[src/rtl/pill_line_pkg.sv]
// Shared types and constants for the pill-bottle filling station controller.
package pill_line_pkg;

    typedef enum logic [2:0] {
        ST_IDLE    = 3'd0,
        ST_ADVANCE = 3'd1,
        ST_SETTLE  = 3'd2,
        ST_FILL    = 3'd3,
        ST_RELEASE = 3'd4,
        ST_FAULT   = 3'd5
    } state_e;

    localparam logic [1:0] FC_NONE     = 2'd0;
    localparam logic [1:0] FC_JAM      = 2'd1;
    localparam logic [1:0] FC_CONVEYOR = 2'd2;
    localparam logic [1:0] FC_LOST     = 2'd3;

    localparam logic [9:0] BOTTLEC_MAX = 10'd1023;

    function automatic logic [9:0] bottlec_sat_inc(input logic [9:0] v);
        logic [9:0] r;
        if (v == BOTTLEC_MAX) begin
            r = v;
        end else begin
            r = v + 10'd1;
        end
        return r;
    endfunction

endpackage

[src/rtl/pill_line_ctrl_if.sv]
// Operator/actuator signal bundle of the filling station controller.
// Optional batch_size field is present only when PILL_BATCH_LIMIT_EN is defined.
interface pill_line_ctrl_if;

    logic       start;
    logic       stop;
    logic       clr_fault;
    logic       clr_count;
    logic [5:0] pillc;
    logic       pill_pulse;
    logic       bottle_present;
`ifdef PILL_BATCH_LIMIT_EN
    logic [9:0] batch_size;
`endif
    logic       conveyor_on;
    logic       dispense_en;
    logic       bottle_done;
    logic       busy;
    logic       fault;
    logic [1:0] fault_code;
    logic [5:0] pills_now;
    logic [9:0] bottlec;

    modport slave (
`ifdef PILL_BATCH_LIMIT_EN
        input  batch_size,
`endif
        input  start, stop, clr_fault, clr_count, pillc, pill_pulse, bottle_present,
        output conveyor_on, dispense_en, bottle_done, busy, fault, fault_code,
               pills_now, bottlec
    );

    modport master (
`ifdef PILL_BATCH_LIMIT_EN
        output batch_size,
`endif
        output start, stop, clr_fault, clr_count, pillc, pill_pulse, bottle_present,
        input  conveyor_on, dispense_en, bottle_done, busy, fault, fault_code,
               pills_now, bottlec
    );

endinterface

[src/rtl/pill_line_timer.sv]
// Clearable saturating up-counter with a terminal-compare flag against a
// caller-selected limit; shared by all timed states of the controller.
module pill_line_timer #(
    parameter int TMR_W = 13
) (
    input  logic             clk,
    input  logic             rst_n,
    input  logic             clr,
    input  logic [TMR_W-1:0] limit,
    output logic             hit
);

    logic [TMR_W-1:0] count_q;
    logic [TMR_W-1:0] count_d;

    // next count: clear has priority, otherwise count and hold at all-ones
    always_comb begin
        count_d = count_q;
        if (clr) begin
            count_d = {TMR_W{1'b0}};
        end else if (count_q != {TMR_W{1'b1}}) begin
            count_d = count_q + {{(TMR_W-1){1'b0}}, 1'b1};
        end else begin
            count_d = count_q;
        end
    end

    // count register
    always_ff @(posedge clk or negedge rst_n) begin
        if (!rst_n) begin
            count_q <= {TMR_W{1'b0}};
        end else begin
            count_q <= count_d;
        end
    end

    assign hit = (count_q == limit);

endmodule

[src/rtl/pill_line_ctrl.sv]
// Filling-station sequencer: advance, settle, fill, release, with jam/conveyor/
// bottle-lost faults. Optional batch limit enabled by PILL_BATCH_LIMIT_EN.
module pill_line_ctrl
    import pill_line_pkg::*;
#(
    parameter int SETTLE_CYCLES = 8,
    parameter int JAM_TIMEOUT   = 1000,
    parameter int MOVE_TIMEOUT  = 5000,
    parameter int TMR_W         = 13
) (
    input  logic            clk,
    input  logic            rst,
    pill_line_ctrl_if.slave bus
);

    // timer counts from 0 on state entry, so a limit of N-1 means N cycles
    localparam logic [TMR_W-1:0] SETTLE_LIM = TMR_W'(SETTLE_CYCLES - 1);
    localparam logic [TMR_W-1:0] JAM_LIM    = TMR_W'(JAM_TIMEOUT - 1);
    localparam logic [TMR_W-1:0] MOVE_LIM   = TMR_W'(MOVE_TIMEOUT - 1);

    state_e     state_q, state_d;
    logic       start_q, start_d;
    logic [5:0] pillc_q, pillc_d;
    logic [5:0] pills_now_q, pills_now_d;
    logic       stop_pend_q, stop_pend_d;
    logic [1:0] fault_code_q, fault_code_d;
    logic       bottle_done_q, bottle_done_d;
    logic [9:0] bottlec_q, bottlec_d;
    logic       conveyor_on_q, conveyor_on_d;
    logic       dispense_en_q, dispense_en_d;
    logic       busy_q, busy_d;
    logic       fault_q, fault_d;
`ifdef PILL_BATCH_LIMIT_EN
    logic [9:0] batch_q, batch_d;
    logic [9:0] run_cnt_q, run_cnt_d;
    logic       batch_end_s;
`endif

    logic             start_edge_s;
    logic             pill_cnt_s;
    logic             done_s;
    logic             tmr_clr_s;
    logic             tmr_hit_s;
    logic [TMR_W-1:0] tmr_limit_s;

    assign start_edge_s = bus.start & ~start_q;

    pill_line_timer #(.TMR_W(TMR_W)) u_timer (
        .clk   (clk),
        .rst_n (rst),
        .clr   (tmr_clr_s),
        .limit (tmr_limit_s),
        .hit   (tmr_hit_s)
    );

    // timeout threshold for the current state
    always_comb begin
        tmr_limit_s = MOVE_LIM;
        case (state_q)
            ST_SETTLE: tmr_limit_s = SETTLE_LIM;
            ST_FILL:   tmr_limit_s = JAM_LIM;
            default:   tmr_limit_s = MOVE_LIM;
        endcase
    end

    // next-state and datapath updates
    always_comb begin
        state_d      = state_q;
        start_d      = bus.start;
        pillc_d      = pillc_q;
        pills_now_d  = pills_now_q;
        stop_pend_d  = stop_pend_q;
        fault_code_d = fault_code_q;
        pill_cnt_s   = 1'b0;
        done_s       = 1'b0;
`ifdef PILL_BATCH_LIMIT_EN
        batch_d      = batch_q;
        run_cnt_d    = run_cnt_q;
        batch_end_s  = 1'b0;
`endif
        case (state_q)
            ST_IDLE: begin
                if (start_edge_s && (bus.pillc != 6'd0)) begin
                    state_d     = ST_ADVANCE;
                    pillc_d     = bus.pillc;
                    pills_now_d = 6'd0;
                    stop_pend_d = 1'b0;
`ifdef PILL_BATCH_LIMIT_EN
                    batch_d     = bus.batch_size;
                    run_cnt_d   = 10'd0;
`endif
                end else begin
                    state_d = ST_IDLE;
                end
            end
            ST_ADVANCE: begin
                if (tmr_hit_s) begin
                    state_d      = ST_FAULT;
                    fault_code_d = FC_CONVEYOR;
                end else if (bus.stop) begin
                    state_d = ST_IDLE;
                end else if (bus.bottle_present) begin
                    state_d = ST_SETTLE;
                end else begin
                    state_d = ST_ADVANCE;
                end
            end
            ST_SETTLE: begin
                if (bus.stop) begin
                    state_d = ST_IDLE;
                end else if (!bus.bottle_present) begin
                    state_d = ST_ADVANCE;
                end else if (tmr_hit_s) begin
                    state_d = ST_FILL;
                end else begin
                    state_d = ST_SETTLE;
                end
            end
            ST_FILL: begin
                // a stop during filling only takes effect once the bottle is released
                stop_pend_d = stop_pend_q | bus.stop;
                if (!bus.bottle_present) begin
                    state_d      = ST_FAULT;
                    fault_code_d = FC_LOST;
                end else if (bus.pill_pulse) begin
                    pill_cnt_s  = 1'b1;
                    pills_now_d = pills_now_q + 6'd1;
                    if ((pills_now_q + 6'd1) == pillc_q) begin
                        state_d = ST_RELEASE;
                    end else begin
                        state_d = ST_FILL;
                    end
                end else if (tmr_hit_s) begin
                    state_d      = ST_FAULT;
                    fault_code_d = FC_JAM;
                end else begin
                    state_d = ST_FILL;
                end
            end
            ST_RELEASE: begin
                stop_pend_d = stop_pend_q | bus.stop;
                if (tmr_hit_s) begin
                    state_d      = ST_FAULT;
                    fault_code_d = FC_CONVEYOR;
                end else if (!bus.bottle_present) begin
                    done_s      = 1'b1;
                    pills_now_d = 6'd0;
`ifdef PILL_BATCH_LIMIT_EN
                    if (run_cnt_q != 10'h3FF) begin
                        run_cnt_d = run_cnt_q + 10'd1;
                    end else begin
                        run_cnt_d = run_cnt_q;
                    end
                    batch_end_s = (batch_q != 10'd0) && (run_cnt_d == batch_q);
                    if (stop_pend_q || bus.stop || batch_end_s) begin
`else
                    if (stop_pend_q || bus.stop) begin
`endif
                        state_d = ST_IDLE;
                    end else begin
                        state_d = ST_ADVANCE;
                    end
                end else begin
                    state_d = ST_RELEASE;
                end
            end
            ST_FAULT: begin
                if (bus.clr_fault) begin
                    state_d      = ST_IDLE;
                    fault_code_d = FC_NONE;
                    pills_now_d  = 6'd0;
                end else begin
                    state_d = ST_FAULT;
                end
            end
            default: begin
                state_d      = ST_IDLE;
                fault_code_d = FC_NONE;
                pills_now_d  = 6'd0;
            end
        endcase
    end

    // timer restarts on any state change, each counted pill, and while parked
    always_comb begin
        tmr_clr_s = (state_d != state_q) || pill_cnt_s ||
                    (state_q == ST_IDLE) || (state_q == ST_FAULT);
    end

    // output and counter next values, decoded from the upcoming state
    always_comb begin
        conveyor_on_d = (state_d == ST_ADVANCE) || (state_d == ST_RELEASE);
        dispense_en_d = (state_d == ST_FILL);
        busy_d        = (state_d != ST_IDLE) && (state_d != ST_FAULT);
        fault_d       = (state_d == ST_FAULT);
        bottle_done_d = done_s;
        if (bus.clr_count) begin
            bottlec_d = 10'd0;
        end else if (done_s) begin
            bottlec_d = bottlec_sat_inc(bottlec_q);
        end else begin
            bottlec_d = bottlec_q;
        end
    end

    // state and output registers
    always_ff @(posedge clk or negedge rst) begin
        if (!rst) begin
            state_q       <= ST_IDLE;
            start_q       <= 1'b0;
            pillc_q       <= 6'd0;
            pills_now_q   <= 6'd0;
            stop_pend_q   <= 1'b0;
            fault_code_q  <= FC_NONE;
            bottle_done_q <= 1'b0;
            bottlec_q     <= 10'd0;
            conveyor_on_q <= 1'b0;
            dispense_en_q <= 1'b0;
            busy_q        <= 1'b0;
            fault_q       <= 1'b0;
`ifdef PILL_BATCH_LIMIT_EN
            batch_q       <= 10'd0;
            run_cnt_q     <= 10'd0;
`endif
        end else begin
            state_q       <= state_d;
            start_q       <= start_d;
            pillc_q       <= pillc_d;
            pills_now_q   <= pills_now_d;
            stop_pend_q   <= stop_pend_d;
            fault_code_q  <= fault_code_d;
            bottle_done_q <= bottle_done_d;
            bottlec_q     <= bottlec_d;
            conveyor_on_q <= conveyor_on_d;
            dispense_en_q <= dispense_en_d;
            busy_q        <= busy_d;
            fault_q       <= fault_d;
`ifdef PILL_BATCH_LIMIT_EN
            batch_q       <= batch_d;
            run_cnt_q     <= run_cnt_d;
`endif
        end
    end

    assign bus.conveyor_on = conveyor_on_q;
    assign bus.dispense_en = dispense_en_q;
    assign bus.bottle_done = bottle_done_q;
    assign bus.busy        = busy_q;
    assign bus.fault       = fault_q;
    assign bus.fault_code  = fault_code_q;
    assign bus.pills_now   = pills_now_q;
    assign bus.bottlec     = bottlec_q;

endmodule

[src/flat_wrapper.sv]
// flat-port wrapper written by rule: the top's interface ports become plain ports
module pill_line_ctrl_flat import pill_line_pkg::*;
#(
    parameter int SETTLE_CYCLES = 8,
    parameter int JAM_TIMEOUT   = 1000,
    parameter int MOVE_TIMEOUT  = 5000,
    parameter int TMR_W         = 13
)
  (clk, rst, bus_start, bus_stop, bus_clr_fault, bus_clr_count, bus_pillc, bus_pill_pulse, bus_bottle_present, bus_conveyor_on, bus_dispense_en, bus_bottle_done, bus_busy, bus_fault, bus_fault_code, bus_pills_now, bus_bottlec);
  pill_line_ctrl_if bus_i ();
  input  logic clk;
  input  logic rst;
  input wire logic [$bits(bus_i.start)-1:0] bus_start;
  input wire logic [$bits(bus_i.stop)-1:0] bus_stop;
  input wire logic [$bits(bus_i.clr_fault)-1:0] bus_clr_fault;
  input wire logic [$bits(bus_i.clr_count)-1:0] bus_clr_count;
  input wire logic [$bits(bus_i.pillc)-1:0] bus_pillc;
  input wire logic [$bits(bus_i.pill_pulse)-1:0] bus_pill_pulse;
  input wire logic [$bits(bus_i.bottle_present)-1:0] bus_bottle_present;
  output wire logic [$bits(bus_i.conveyor_on)-1:0] bus_conveyor_on;
  output wire logic [$bits(bus_i.dispense_en)-1:0] bus_dispense_en;
  output wire logic [$bits(bus_i.bottle_done)-1:0] bus_bottle_done;
  output wire logic [$bits(bus_i.busy)-1:0] bus_busy;
  output wire logic [$bits(bus_i.fault)-1:0] bus_fault;
  output wire logic [$bits(bus_i.fault_code)-1:0] bus_fault_code;
  output wire logic [$bits(bus_i.pills_now)-1:0] bus_pills_now;
  output wire logic [$bits(bus_i.bottlec)-1:0] bus_bottlec;
  assign bus_i.start = bus_start;
  assign bus_i.stop = bus_stop;
  assign bus_i.clr_fault = bus_clr_fault;
  assign bus_i.clr_count = bus_clr_count;
  assign bus_i.pillc = bus_pillc;
  assign bus_i.pill_pulse = bus_pill_pulse;
  assign bus_i.bottle_present = bus_bottle_present;
  assign bus_conveyor_on = bus_i.conveyor_on;
  assign bus_dispense_en = bus_i.dispense_en;
  assign bus_bottle_done = bus_i.bottle_done;
  assign bus_busy = bus_i.busy;
  assign bus_fault = bus_i.fault;
  assign bus_fault_code = bus_i.fault_code;
  assign bus_pills_now = bus_i.pills_now;
  assign bus_bottlec = bus_i.bottlec;
  pill_line_ctrl #(.SETTLE_CYCLES(SETTLE_CYCLES), .JAM_TIMEOUT(JAM_TIMEOUT), .MOVE_TIMEOUT(MOVE_TIMEOUT), .TMR_W(TMR_W)) u_core (.clk(clk), .rst(rst), .bus(bus_i));
endmodule
[config.mk]
export PLATFORM = sky130hd
export DESIGN_NAME = pill_line_ctrl_flat
export DESIGN_NICKNAME = d
export VERILOG_FILES = /design/src/rtl/pill_line_pkg.sv /design/src/rtl/pill_line_ctrl_if.sv /design/src/rtl/pill_line_timer.sv /design/src/rtl/pill_line_ctrl.sv /design/src/flat_wrapper.sv
export SDC_FILE = /design/constraint.sdc
export NUM_CORES = 1
export LEC_CHECK = 0
export CAP_MARGIN = 20
export CORE_UTILIZATION = 30
export CTS_CLUSTER_SIZE = 30
export DETAILED_ROUTE_END_ITERATION = 10
export PLACE_DENSITY_LB_ADDON = 0.25
export SLEW_MARGIN = 20
export SYNTH_ARGS = -nofsm -noshare
export SYNTH_HDL_FRONTEND = slang
export SYNTH_SLANG_ARGS = --single-unit
[constraint.sdc]
create_clock -name clk -period 6.6 [get_ports clk]
set_input_delay 1.98 -clock clk [delete_from_list [all_inputs] [get_ports clk]]
set_output_delay 1.98 -clock clk [all_outputs]
set_load 0.01 [all_outputs]
==> results.json, run 1 <==
{
  "fin_crit_sh_pct": 62.38,
  "leakagePower_uw": 0.001338,
  "routed_wl_mm": 6.666,
  "grt_usage_pct": 14.44,
  "synth_fp_nets": 331,
  "synth_compound_area_share_pct": 17.99,
  "max_slew_margin_pct": 43.12,
  "post_cts_buffers": 0,
  "synth_mux_area_share_pct": 3.397,
  "antenna_found_initial": 0,
  "grt_pass1_wl_mm": 11.43,
  "avgRoutedWirePerCell_um": 14.03,
  "cp_top_family": "compound AO/OA/AOI/OAI gates",
  "finalCriticalPeriod_ns": 4.117,
  "postLayoutSetupSlackWorst_ns": 2.483,
  "synth_xor_area_share_pct": 8.537,
  "yosysWarnings": 0,
  "rows": 35,
  "hpwlAfterDp_mm": 4.737,
  "p_total_uw": 713.5,
  "fin_setup_tns_ns": 0,
  "post_cts_resized": 0,
  "critPathCaptureType": "flip-flop",
  "grt_pass1_vias": 2361,
  "drcViolationCount": 0,
  "status": "complete, no violations",
  "dieArea_um2": 9971,
  "peakVddDrop_v": 0.0001086,
  "routed_via_density": 5.095,
  "hold_path_class": "reg2reg",
  "nNetsFinal": 362,
  "cpMaxStageDelayCell": "or4_1",
  "ys.flop_type": "dfrtp_1",
  "crit_type": "in2reg",
  "critPathArrivalTime_ns": 4.30,
  "final_cell_mix": "dfrtp_1 (47), nand2_1 (35), clkdlybuf4s50_1 (35), nor2_1 (31), xnor2_1 (19)",
  "core_area_um2": 9240,
  "gp_congestion": 0.8343,
  "port_buffers": 36,
  "start_util_pct": 31.09,
  "slowest_delay_ns": 0.53,
  "rsz0062_at_grt": "no",
  "fp.dieH_um": 99.86,
  "async_flop_share_pct": 100.0,
  "setup_viol": 0,
  "synth_cell_types": 63,
  "synth_top_area_share_pct": 40.94,
  "fin_skew_ns": 0.01157,
  "worst_slew_pin_slew_ns": 0.8517,
  "synth-simple-area-share_pct": 23.78,
  "antenna_cells": 0,
  "n_fill_cell": 928,
  "drive_gt1_share_pct": 8.382,
  "dp_slack_ns": 2.119,
  "netlist_instances": 314,
  "start_kind": "input port",
  "vias": 2420,
  "synth_top_area_cell": "dfrtp_1",
  "final_common_cell": "dfrtp_1",
  "grt.overflow.total": 0,
  "ios": 37,
  "synthTopCellsByArea": "dfrtp_1 (41%), xnor2_1 (5.8%), nand2_1 (4.6%), nor2_1 (4.1%), nand3_1 (2.8%)",
  "area_growth_pct": 20.73,
  "synth_top_family_by_area": "simple AND/OR/NAND/NOR gates",
  "die_w_um": 99.86,
  "cts_root_buf": "clkbuf_8",
  "antenna_left": 0,
  "cts.sink_count": 47,
  "whs_path_depth": 1,
  "path_clk_slew_ns": 0.09,
  "path_depth": 8,
  "finalHoldViolations": 0,
  "cts-htree-levels": 2,
  "grt_start_max_net_pins": 48,
  "crit_buf_inv": 2,
  "insertion_delay_ns": 0.31,
  "regArea_um2": 1176,
  "synth-edff-count": 0,
  "slew_viol_final": 0,
  "cts-buffers-inserted": 5,
  "cp_cell_sequence": "clkdlybuf4s50_1 -> or4_1 -> o311ai_1 -> nor4_2 -> inv_2 -> o211ai_2 -> a32oi_4 -> nor3b_1",
  "cts-hold-fix-buffers": 0,
  "worstPathRequired_ns": 6.78,
  "multi_input_area_um2": 1580,
  "drt_first_pass_iters": 4,
  "drt_iter0_markers": 164,
  "p_per_area_nw_per_um2": 205.7,
  "ys_seq_area_share_pct": 40.94,
  "max_freq_mhz": 242.9,
  "synth_seq_cells": 47,
  "critPathMaxFanout": 13,
  "cts_max_path_buffers": 2,
  "cts_tree": "done",
  "synth_adder_area_share_pct": 1.307,
  "netlist_area_um2": 2873,
  "reg2regPathDepth": 6,
  "synth.avg_cell_area_um2": 9.149,
  "maxCapViolCount": 0
}
## cell type report
cell class                 count  area share (%)
multi-input combinational    240           45.56
sequential                    47           33.91
timing repair buffer          37           10.53
tap                          129           4.654
clock buffer                   6           2.092
clock inverter                 2           1.732
inverter                      14           1.515
## metrics by stage
step / cells / instance area, µm² / util (%) / hold WS, ns
after floorplan: 314 / 2873 / - / 0.5008
after global placement: 467 / 3333 / 36.07 / 0.5318
after detailed placement: 467 / 3333 / 36.07 / 0.5336
after CTS: 475 / 3466 / 37.51 / 0.5501
after global routing: 475 / 3468 / 37.54 / 0.5708
final: 475 / 3468 / 37.54 / 0.5425
## synth_stat cells (all sizes together) (5+ instances only)
master  instances
nor2           32
inv            14
dfrtp          47
clkbuf          6
nor4            6
a31oi           7
nand2          35
nor3b           5
nand3          16
o21ai          19
nor3            5
xor2            9
a21oi          11
xnor2          19
buf             7
mux2            6
nand2b          5
## sequential cells by signal, summed over array words and instances (netlist names)
register,cells
u_core.bus.dispense_en,1
u_core.bus.busy,1
u_core.u_timer.count_q,13
u_core.bus.bottle_done,1
u_core.state_q,3
u_core.stop_pend_q,1
u_core.bus.fault_code,2
u_core.start_q,1
u_core.bus.bottlec,10
u_core.bus.pills_now,6
u_core.bus.fault,1
u_core.pillc_q,6
u_core.bus.conveyor_on,1
## cell families after synthesis
kind of cell / count (synthesis)
AO/OA/AOI/OAI: 70
adder cells (fa/ha/maj): 3
AND/OR/NAND/NOR: 130
multiplexers: 9
buffers and inverters: 27
flip-flops: 47
XOR/XNOR: 28
## layer usage
layer	GRT usage, %	wire [µm]	vias to the layer above	part of all wire (%)
met2	22.44	3088	57	46
met5	0	0	-	0
met3	3.691	343	7	5.1
met4	5.430	90	0	1.4
li1	-	-	1187	-
met1	19.33	3145	1169	47
## path summary, 6_finish.rpt
path,startpoint,endpoint,slack (ns)
worst min-delay path,u_core.pillc_q[0],u_core.pillc_q[0],0.54
worst max register to register,u_core.state_q[0],u_core.u_timer.count_q[2],3.40
max in group asynchronous,rst,u_core.pillc_q[5],4.50
worst min register to register,u_core.pillc_q[0],u_core.pillc_q[0],0.54
min in group asynchronous,rst,u_core.bus.bottlec[5],1.68
worst max-delay path,bus_pillc[1],u_core.u_timer.count_q[1],2.48
## report_power, final
| group | switching, µW | total, µW | leakage, µW | internal, µW |
|---|---|---|---|---|
| logic | 62.8 | 124 | 0.000638 | 60.8 |
| registers | 26.7 | 338 | 0.000635 | 311 |
| clock network | 101 | 252 | 0.0000654 | 151 |
| total | 190 | 714 | 0.00134 | 523 |
Note: power is estimated with default switching activity, not from simulation.
==> run 2: changes to the inputs <==
==> constraint.sdc (replaced) <==
create_clock -name clk -period 4.3 [get_ports clk]
set_input_delay 1.29 -clock clk [delete_from_list [all_inputs] [get_ports clk]]
set_output_delay 1.29 -clock clk [all_outputs]
set_load 0.01 [all_outputs]
==> run 2 against run 1 <==
Effect of this change: design area is 0.11% lower; first-iteration DRC count is 12% lower; highest routed layer unchanged; sequential share of layout area hardly changed; cell count is 0.42% higher; largest power group unchanged; routed wire length is 0.53% higher; utilization hardly changed; critical path depth stayed put; non-clock buffer count is 3 higher; setup slack worse by 1.6 ns.
==> results.json, run 2 (synthesized netlist as in run 1, its figures left out) <==
{
  "critPathMaxFanout": 13,
  "cts_root_buf": "clkbuf_8",
  "routed_via_density": 5.052,
  "r2r-end": "u_core.u_timer.count_q[2]",
  "start_util_pct": 31.09,
  "hp-start": "u_core.pillc_q[1]",
  "design_area_um2": 3465,
  "avgRoutedWirePerCell_um": 14.05,
  "area_growth_pct": 20.60,
  "grt_pass1_vias": 2339,
  "cp_cell_sequence": "clkdlybuf4s50_1 -> or4_1 -> o311ai_1 -> nor4_2 -> inv_2 -> o211ai_2 -> a32oi_4 -> nor3b_1",
  "post_cts_buffers": 0,
  "setup_viol": 0,
  "grt_pass1_wl_mm": 11.40,
  "maxCapViolCount": 0,
  "rsz0062_at_grt": "no",
  "fp.dieH_um": 99.86,
  "grt_usage_pct": 14.31,
  "reg2regPathDepth": 8,
  "antenna_cells": 0,
  "cts-hold-fix-buffers": 0,
  "fin_skew_ns": 0.007672,
  "dieArea_um2": 9971,
  "slowest_delay_ns": 0.52,
  "rows": 35,
  "cts_max_path_buffers": 2,
  "cts-buffers-inserted": 5,
  "p_per_area_nw_per_um2": 299.9,
  "routed_wl_mm": 6.701,
  "ios": 37,
  "path_clk_slew_ns": 0.09,
  "final_cell_mix": "dfrtp_1 (47), nand2_1 (35), clkdlybuf4s50_1 (35), nor2_1 (31), xnor2_1 (19)",
  "cp_top_family": "compound AO/OA/AOI/OAI gates",
  "post_cts_resized": 0,
  "p_sw_uw": 295.8,
  "drt_first_pass_iters": 4,
  "finalCriticalPeriod_ns": 3.400,
  "top_register": "u_core.u_timer.count_q",
  "vias": 2410,
  "finalHoldViolations": 0,
  "antenna_found_initial": 0,
  "whs_path_depth": 1,
  "cts_tree": "done",
  "port_buffers": 36,
  "swShare_pct": 28.47,
  "worst_slew_pin_slew_ns": 0.8000,
  "min_to": "u_core.pillc_q[1]",
  "antenna_left": 0,
  "clock_power_share_pct": 31.5,
  "critPathArrivalTime_ns": 3.58,
  "leakagePower_uw": 0.001337,
  "start_kind": "input port",
  "max_slew_margin_pct": 46.22,
  "hold_path_class": "reg2reg",
  "rrSetupSlack_ns": 1.17,
  "insertion_delay_ns": 0.31,
  "critPathCaptureType": "flip-flop",
  "fin_setup_tns_ns": 0,
  "fin_crit_sh_pct": 79.07,
  "r2r_start": "u_core.state_q[1]",
  "drcViolationCount": 0,
  "core_area_um2": 9240,
  "cts.sink_count": 47,
  "comb_power_share_pct": 19.1,
  "cts-htree-levels": 2,
  "worstPathRequired_ns": 4.48,
  "nNetsFinal": 365,
  "cpMaxStageDelayCell": "or4_1",
  "post_dp_cell_area_um2": 3356,
  "drt_iter0_markers": 144,
  "final_common_cell": "dfrtp_1",
  "gp_congestion": 0.8155,
  "crit_buf_inv": 2,
  "hpwlAfterDp_mm": 4.787,
  "drive_gt1_share_pct": 9.195,
  "largest_reg_flops": 13,
  "max_freq_mhz": 294.1,
  "crit_type": "in2reg",
  "status": "complete, no violations",
  "seq_power_share_pct": 49.4,
  "grt_start_max_net_pins": 48,
  "peakVddDrop_v": 0.0001220,
  "grt.overflow.total": 0,
  "intPower_uw": 743.2,
  "slew_viol_final": 0,
  "die_w_um": 99.86
}
==> run 2: changes by cell type in the layout (fill, tap and decap cells not counted), sizes merged <==
cell      previous run  this run
buf                  2         5
bufinv               2         1
clkbuf               6         5
clkinvlp             0         1
==> run 2: metal layers <==
| layer | vias up | share of wire (%) | track usage, % |
|---|---|---|---|
| li1 | 1196 | - | - |
| met1 | 1160 | 48 | 19.45 |
| met2 | 47 | 46 | 23.02 |
| met3 | 7 | 4.8 | 2.577 |
| met4 | 0 | 1.1 | 4.751 |
| met5 | - | 0 | 0 |
==> run 2: final cells by class <==
class | count | area [µm²]
Multi-Input combinational cell | 240 | 1580
Clock inverter | 2 | 37.54
Sequential cell | 47 | 1176
Fill cell | 936 | 5776
Timing Repair Buffer | 40 | 387.9
Inverter | 14 | 52.55
Clock buffer | 5 | 68.82
Tap cell | 129 | 161.4
==> run 2: stage by stage <==
stage | util (%) | power (µW) | hold slack (ns) | std cells | setup slack [ns]
after floorplan | - | 638.8 | 0.5008 | 314 | 1.259
after global placement | 36.32 | 720.9 | 0.5263 | 470 | 0.5824
after detailed placement | 36.32 | 721.0 | 0.5303 | 470 | 0.5048
after CTS | 37.47 | 1050 | 0.5528 | 477 | 0.8411
after global routing | 37.49 | 1089 | 0.5712 | 477 | 0.7263
final | 37.49 | 1039 | 0.5474 | 477 | 0.8999
==> run 2: worst max-delay path by stage <==
stage | cells past startpoint | startpoint | endpoint
after floorplan | 8 | bus_pillc[1] | u_core.u_timer.count_q[0]
after CTS | 8 | bus_pillc[1] | u_core.u_timer.count_q[12]
after global placement | 8 | bus_pillc[1] | u_core.u_timer.count_q[12]
final | 8 | bus_pillc[1] | u_core.u_timer.count_q[12]
after detailed placement | 8 | bus_pillc[1] | u_core.u_timer.count_q[1]
after global routing | 8 | bus_pillc[1] | u_core.u_timer.count_q[1]
==> run 2: power by group through the flow <==
stage	clock, µW	sequential (µW)	combinational (µW)
floorplan	0	515	124
global route	350	520	220
global placement	0	523	198
finish	328	513	198
CTS	337	513	201
detailed placement	0	521	200
==> run 3: changes to the inputs <==
==> constraint.sdc (replaced) <==
create_clock -name clk -period 3.17 [get_ports clk]
set_input_delay 0.951 -clock clk [delete_from_list [all_inputs] [get_ports clk]]
set_output_delay 0.951 -clock clk [all_outputs]
set_load 0.01 [all_outputs]
==> run 3 against run 2 <==
Effect of this change: combinational power up 46%; sequential share of layout area fell by 0.67 points; clock power grew 16%; utilization is 0.76 points higher; largest power group unchanged; sequential cell count stayed put; worst hold slack worse by 0.0094 ns; sequential power rose by 34%; clock skew increased by 0.0031 ns; critical path type unchanged; cell count increased by 2.3%; total power increased by 31%; routed wire length about the same.
==> results.json, run 3 (synthesized netlist as in run 1, its figures left out) <==
{
  "status": "complete, no violations",
  "peakVddDrop_v": 0.0001621,
  "drive_gt1_share_pct": 11.98,
  "grt.overflow.total": 0,
  "cts-htree-levels": 2,
  "p_sw_uw": 411.0,
  "start_kind": "input port",
  "clock_power_share_pct": 28.1,
  "final_cell_mix": "dfrtp_1 (47), nand2_1 (35), clkdlybuf4s50_1 (35), nor2_1 (31), xnor2_1 (19)",
  "worstPathRequired_ns": 3.35,
  "cts_root_buf": "clkbuf_8",
  "cp_cell_sequence": "clkdlybuf4s50_1 -> or4_1 -> o311ai_1 -> buf_4 -> nor4_2 -> inv_2 -> o211ai_2 -> a32oi_4 -> buf_12 -> nor4b_2",
  "cts_max_path_buffers": 2,
  "hold_path_class": "reg2reg",
  "grt_pass1_wl_mm": 11.58,
  "comb_power_share_pct": 21.3,
  "max_slew_margin_pct": 51.08,
  "avgRoutedWirePerCell_um": 13.74,
  "area_growth_pct": 23.04,
  "largest_reg_flops": 13,
  "fin_setup_tns_ns": 0,
  "die_w_um": 99.86,
  "intPower_uw": 948.7,
  "post_cts_buffers": 0,
  "rows": 35,
  "gp_congestion": 0.8580,
  "top_register": "u_core.u_timer.count_q",
  "routed_via_density": 5.080,
  "n_fill_cell": 960,
  "start_util_pct": 31.09,
  "slew_viol_final": 0,
  "antenna_left": 0,
  "nNetsFinal": 375,
  "path_clk_slew_ns": 0.09,
  "max_freq_mhz": 358.8,
  "fp.dieH_um": 99.86,
  "setup_viol": 0,
  "drt_iter0_markers": 142,
  "grt_start_max_net_pins": 27,
  "cts-hold-fix-buffers": 0,
  "finalCriticalPeriod_ns": 2.787,
  "port_buffers": 36,
  "drt_first_pass_iters": 4,
  "critPathMaxFanout": 13,
  "critPathArrivalTime_ns": 2.97,
  "slowest_delay_ns": 0.51,
  "regArea_um2": 1176,
  "grt_usage_pct": 14.62,
  "fin_crit_sh_pct": 87.92,
  "drcViolationCount": 0,
  "cpMaxStageDelayCell": "or4_1",
  "dieArea_um2": 9971,
  "maxCapViolCount": 0,
  "p_per_area_nw_per_um2": 384.7,
  "cts-buffers-inserted": 5,
  "post_dp_cell_area_um2": 3443,
  "multi_input_area_um2": 1580,
  "critPathCaptureType": "flip-flop",
  "post_cts_resized": 0,
  "ios": 37,
  "grt_pass1_vias": 2315,
  "design_area_um2": 3535,
  "crit_type": "in2reg",
  "swShare_pct": 30.23,
  "core_area_um2": 9240,
  "hpwlAfterDp_mm": 4.863,
  "leakagePower_uw": 0.001389,
  "worst_slew_pin_slew_ns": 0.7270,
  "cts_tree": "done",
  "vias": 2479,
  "insertion_delay_ns": 0.31,
  "routed_wl_mm": 6.704,
  "fin_skew_ns": 0.01077,
  "cts.sink_count": 47,
  "antenna_cells": 0,
  "seq_power_share_pct": 50.6,
  "antenna_found_initial": 0,
  "finalHoldViolations": 0,
  "rsz0062_at_grt": "no",
  "final_common_cell": "dfrtp_1"
}
## run 3: cell count changes in the layout (fill, tap and decap cells not counted)
| cell | previous run | this run |
|---|---|---|
| clkinvlp_4 | 1 | 0 |
| clkinv_2 | 0 | 1 |
| buf_12 | 0 | 1 |
| clkinv_4 | 0 | 1 |
| bufinv_16 | 1 | 0 |
| buf_4 | 5 | 13 |
| buf_2 | 0 | 1 |
| inv_6 | 0 | 1 |
## run 3: layout make-up
class                      count  share of cell area [%]
clock buffer                   5                   1.947
sequential                    47                   33.27
clock inverter                 3                  0.6372
inverter                      14                   1.487
timing repair buffer          50                   13.38
tap                          129                   4.566
multi-input combinational    240                   44.71
## run 3: routing by layer
| metal | part of all wire [%] | global-route usage (%) |
|---|---|---|
| met4 | 1.1 | 4.072 |
| met5 | 0 | 0 |
| met2 | 47 | 23.02 |
| met3 | 5.4 | 2.646 |
| met1 | 47 | 20.58 |
## run 3: worst paths after layout
kind	cells past startpoint	endpoint	from	slack, ns
setup / recovery	10	u_core.u_timer.count_q[2]	bus_pillc[0]	0.38
hold / removal	1	u_core.pillc_q[0]	u_core.pillc_q[0]	0.54
setup reg to reg	9	u_core.u_timer.count_q[2]	u_core.bus.pills_now[0]	0.52
hold reg to reg	1	u_core.pillc_q[0]	u_core.pillc_q[0]	0.54
max in group asynchronous	2	u_core.stop_pend_q	rst	1.83
min in group asynchronous	1	u_core.bus.bottlec[6]	rst	0.60
## run 3: power groups by stage
stage	registers [µW]	clock network, µW	logic, µW
floorplan	698	0	168
global placement	701	0	288
detailed placement	701	0	290
CTS	689	399	292
global route	698	425	320
finish	689	382	289
## run 3: critical path: cells and delay by family
family                 cells  cell delay (ns)
AND/OR/NAND/NOR            3             0.60
buffers and inverters      4             0.84
AO/OA/AOI/OAI              3             0.59
## run 3: stage by stage
step / worst slack, ns / hold slack (ns) / power [µW] / std cells / util (%)
floorplan: 0.4676 / 0.5008 / 866.5 / 314 / -
global placement: 0.05277 / 0.5215 / 989.0 / 480 / 37.26
detailed placement: 0.03053 / 0.5270 / 990.8 / 480 / 37.26
CTS: 0.3680 / 0.5453 / 1380 / 488 / 38.25
global route: 0.2966 / 0.5684 / 1443 / 488 / 38.25
finish: 0.3830 / 0.5380 / 1360 / 488 / 38.25
